==> src/rtl/booth_pp_accumulator.sv <==
// Sequential accumulator of radix-4 Booth partial-product rows producing a signed product.
// Optional BOOTH_ACC_BACK2BACK_EN lets row 0 of the next product enter during the output handshake.
module booth_pp_accumulator #(
    parameter int ROWS  = 8,
    parameter int PP_W  = 17,
    parameter int OUT_W = 32
) (
    input  logic                      clk,
    input  logic                      rst_n,
    input  logic                      flush,
    input  logic                      in_valid,
    output logic                      in_ready,
    input  logic [PP_W-1:0]           pp_row,
    input  logic                      pp_neg,
    output logic                      out_valid,
    input  logic                      out_ready,
    output logic [OUT_W-1:0]          product,
    output logic [$clog2(ROWS)-1:0]   row_cnt
);

    // state | meaning
    // ACC   | accepting rows, summing into acc
    // OUT   | holding product until downstream handshake
    typedef enum logic {ACC = 1'b0, OUT = 1'b1} state_t;

    localparam int CNT_W = $clog2(ROWS);
    localparam logic [CNT_W-1:0] LAST_ROW = CNT_W'(ROWS - 1);

    state_t           state;
    logic [OUT_W-1:0] acc;
    logic [OUT_W-1:0] row_ext;
    logic [OUT_W-1:0] weighted;
    logic             accept;

    // neg correction is summed at full width before the shift so 0x0FFFF+1 cannot wrap
    assign row_ext  = {{(OUT_W-PP_W){pp_row[PP_W-1]}}, pp_row} + OUT_W'(pp_neg);
    assign weighted = row_ext << {row_cnt, 1'b0};

`ifdef BOOTH_ACC_BACK2BACK_EN
    assign in_ready = (state == ACC) || out_ready || flush;
`else
    assign in_ready = (state == ACC) || flush;
`endif

    assign accept    = in_valid && in_ready;
    assign out_valid = (state == OUT);

    always_ff @(posedge clk) begin
        if (!rst_n) begin
            state   <= ACC;
            acc     <= '0;
            row_cnt <= '0;
            product <= '0;
        end else if (flush) begin
            state   <= ACC;
            acc     <= '0;
            row_cnt <= '0;
        end else begin
            case (state)
                ACC: begin
                    if (accept) begin
                        if (row_cnt == LAST_ROW) begin
                            product <= acc + weighted;
                            acc     <= '0;
                            row_cnt <= '0;
                            state   <= OUT;
                        end else begin
                            acc     <= acc + weighted;
                            row_cnt <= row_cnt + CNT_W'(1);
                        end
                    end
                end
                OUT: begin
                    if (out_ready) begin
                        state <= ACC;
`ifdef BOOTH_ACC_BACK2BACK_EN
                        // row_cnt is 0 here, so weighted is row 0 of the next product
                        if (in_valid) begin
                            acc     <= weighted;
                            row_cnt <= CNT_W'(1);
                        end else begin
                            acc     <= '0;
                        end
`else
                        acc <= '0;
`endif
                    end
                end
                default: begin
                    state <= ACC;
                end
            endcase
        end
    end

endmodule

==> config.mk <==
export PLATFORM = sky130hd
export DESIGN_NAME = booth_pp_accumulator
export DESIGN_NICKNAME = d
export VERILOG_FILES = /design/src/rtl/booth_pp_accumulator.sv
export SDC_FILE = /design/constraint.sdc
export NUM_CORES = 1
export LEC_CHECK = 0
export ABC_CLOCK_PERIOD_IN_PS = 4900
export CAP_MARGIN = 20
export CORE_ASPECT_RATIO = 0.7
export CORE_UTILIZATION = 52
export DETAILED_ROUTE_END_ITERATION = 12
export GPL_ROUTABILITY_DRIVEN = 1
export PLACE_DENSITY = 0.85
export SLEW_MARGIN = 20
export SYNTH_ARGS = -nofsm -noshare
export SYNTH_HDL_FRONTEND = slang
export SYNTH_SLANG_ARGS = --single-unit
==> constraint.sdc <==
create_clock -name clk -period 4.9 [get_ports clk]
set_clock_uncertainty 0.05 [all_clocks]
set_input_delay 0.98 -clock clk [delete_from_list [all_inputs] [get_ports clk]]
set_output_delay 0.98 -clock clk [all_outputs]
set_load 0.005 [all_outputs]
==> run metrics <==
status finished clean; master cell of the clock root buffer clkbuf_16; number of DRC markers in iteration 0 between 900 and 1000; type of the most critical hold path reg2reg; upper clock frequency limit ~0.21 GHz; most common library cell in the layout ignoring fill and taps buf_4; Placed Cells incl. Taps 976; Worst setup SP type input port; Fin. Hold Viols 0; start point of the worst hold path product[6]; Via Count 6462; number of standard-cell rows in the floorplan 30; max capacitance violation total 0; Die Y-Extent 85.9 um; Post-synth top flop dfxtp_1; synthesis-to-layout area growth 43.0%; DR WL/cell 20.1 um; TritonCTS clock tree done; final wirelength 20200 um; initial antenna violation count 1; worst-case vdd ir drop 0.000212 V; leading cell types in the layout, fill and taps excluded buf_4 (135), nand2_1 (100), a21oi_1 (68), dfxtp_1 (68), clkdlybuf4s50_1 (53); detailed placer's ending HPWL 14000 um; Finished Layout Cells 1003; number of placed I/O pins 60; global routing usage summed across all routing layers 0.372; sequence of cells on the critical path clkdlybuf4s50_1, and4_4, buf_4, and4_2, nor3_1, a21o_1, a211oi_1, a31oi_1, o22ai_1, ha_1, buf_4, a211oi_2, o221a_2, o21bai_1, buf_4, a31oi_1, xor2_1, o21ai_0; Yosys Warn Count 0; initial cell density of the core 0.538; largest net degree at the start of global routing 36; min cycle time layout 4.85 ns; pins over their slew limit 0; remaining antenna violation count 0; remaining global-route overflow 0; crit-path max cell delay 0.49 ns; launch point of the critical path pp_row[8]; total non-filler cell area in the finished layout around 0.0075 mm^2; DR DRC count 0; number of flip-flops and latches in the synthesized netlist 68; part of the Yosys area used for sequential elements 0.260; CTS Sinks 68; worst slew margin relative to its limit 0.215; Critical Path Fanout Max 4; P per Cell Area 237 mW/mm^2; Worst Path Class, Setup in2reg; final estimated routing congestion in global placement ~1.0; post-synthesis async set-or-reset flop share 0; H-Tree Depth 3; launching point of the worst reg2reg path row_cnt[0]; proportion of layout cells with a drive suffix above 1 0.264; DR vias/cell 6.44; horizontal die dimension 122 um; wire length of the first global-routing pass 29900 um; number of synthesized flops with an enable pin 0; number of distinct library cells after synthesis 67; quantity of hold-fixing buffers added after cts 0; router iterations before antenna repair 5; data arrival at the endpoint of the critical path 5.02 ns; number of instances in the synthesized netlist 700; slew of the pin with the lowest slew margin 1.17 ns; endpoint required time on the critical path 5.08 ns; CP Capture Type flip-flop; total of fill cells in the finished design 671; Inserted Clock Buffers 9; Max clock buf depth 2; Core Region 0.00972 mm^2; count of buffers from port buffering just under 60; Die Footprint 0.0105 mm^2; Post-Syn Nets 759; cell with the largest stage delay on the worst path clkdlybuf4s50_1; placed cell area 0.00678 mm^2; source-to-sink clock delay at the later pin of the worst-skew pair 0.35 ns; vias in the first global route 5820; net total in the final layout 928; mean area per synthesized cell 7.47 um^2; clock transition at the registers of the reported paths about 0.060 ns; portion of the clock cycle consumed by the worst path in the final layout 0.990; count of buffer and inverter cells on the critical path 4; Static Leak 0.00309 uW; synthesized area 0.00523 mm^2; top cell family by delay on the critical path compound AO/OA/AOI/OAI gates; most used cell, CP buf_4; setup-violating endpoint count in the final report 0
## Yosys cell counts, drive strengths merged, types with 11 or more instances
cell    count  area (um^2)
o21ai      45          225
nor3       18         90.1
nand2     103          387
inv        15         56.3
nand4      11         68.8
a21oi      81          405
clkbuf     32          120
xnor2      30          263
xor2       12          105
nand3      26          148
a21o       15          113
a22oi      16          120
dfxtp      68         1360
nor2       50          188
ha         35          438
## per-stage QoR
| step | worst slack [ns] | setup TNS (ns) | total power [uW] | hold WS (ns) | utilization |
|---|---|---|---|---|---|
| after floorplan | 0.334 | 0 | 859 | 0.382 | - |
| after global placement | -0.397 | -6.99 | 1070 | 0.391 | 0.697 |
| after detailed placement | -0.572 | -11.07 | 1080 | 0.398 | 0.697 |
| after CTS | -0.0247 | -0.0251 | 1710 | 0.406 | 0.731 |
| after global routing | -0.120 | -0.731 | 1830 | 0.431 | 0.768 |
| final | 0.0506 | 0 | 1770 | 0.404 | 0.769 |
## where the power goes
group / switching (uW) / internal [uW] / leakage [uW]
Sequential: 11.6 / 567 / 0.000551
Combinational: 309 / 256 / 0.00241
Clock: 279 / 347 / 0.000129
## flip-flops by register name (all words and copies together), names as in the netlist
name       count
product       32
row_cnt        3
out_valid      1
acc           32
## final timing paths
path | endpoint | slack [ns] | depth (start not counted)
hold / removal | product[6] | 0.40 | 2
setup / recovery | product[30] | 0.05 | 18
setup reg to reg | acc[31] | 0.89 | 13
hold reg to reg | product[6] | 0.40 | 2
## what timing repair did
action                     in CTS  in global routing
buffers inserted                3                  7
pin swaps                       5                 27
setup endpoints to repair      17                 40
resized for setup              11                 72
## cell families (layout without fill, tap and decap cells)
| family | after synthesis | in the layout | synth area share |
|---|---|---|---|
| compound gates | 233 | 233 | 0.284 |
| other cells | 0 | 1 | 0 |
| buf+inv | 52 | 226 | 0.0388 |
| fa+ha+maj | 36 | 36 | 0.0876 |
| flops | 68 | 68 | 0.260 |
| mux | 14 | 14 | 0.0278 |
| simple gates | 255 | 255 | 0.231 |
| xor+xnor | 42 | 42 | 0.0704 |
## cell type report
cell class / count / area [um^2] / area share
multi-input combinational: 580 / 3990 / 0.534
timing repair buffer: 194 / 1620 / 0.217
sequential: 68 / 1360 / 0.182
clock buffer: 10 / 229 / 0.0306
tap: 128 / 160 / 0.0214
inverter: 16 / 60.1 / 0.00804
clock inverter: 6 / 50.0 / 0.00670
antenna: 1 / 2.50 / 0.000335
## worst reg2reg max path: stages (launching register included)
cell	delay (ns)
dfxtp_1	0.53
inv_1	0.36
o21ai_0	0.45
mux2i_1	0.18
and2_1	0.23
ha_1	0.36
a21oi_1	0.27
o211ai_1	0.23
a32oi_2	0.30
a21oi_2	0.12
nor4b_2	0.19
or4_1	0.44
o22ai_2	0.18
a21o_1	0.09
## metal layers
metal	global-route usage	up-vias	part of all wire
met2	0.543	453	0.42
met3	0.102	82	0.12
met1	0.522	3025	0.42
met5	0	-	0
li1	-	2902	-
met4	0.126	0	0.033
Note: power is estimated with default switching activity, not from simulation.
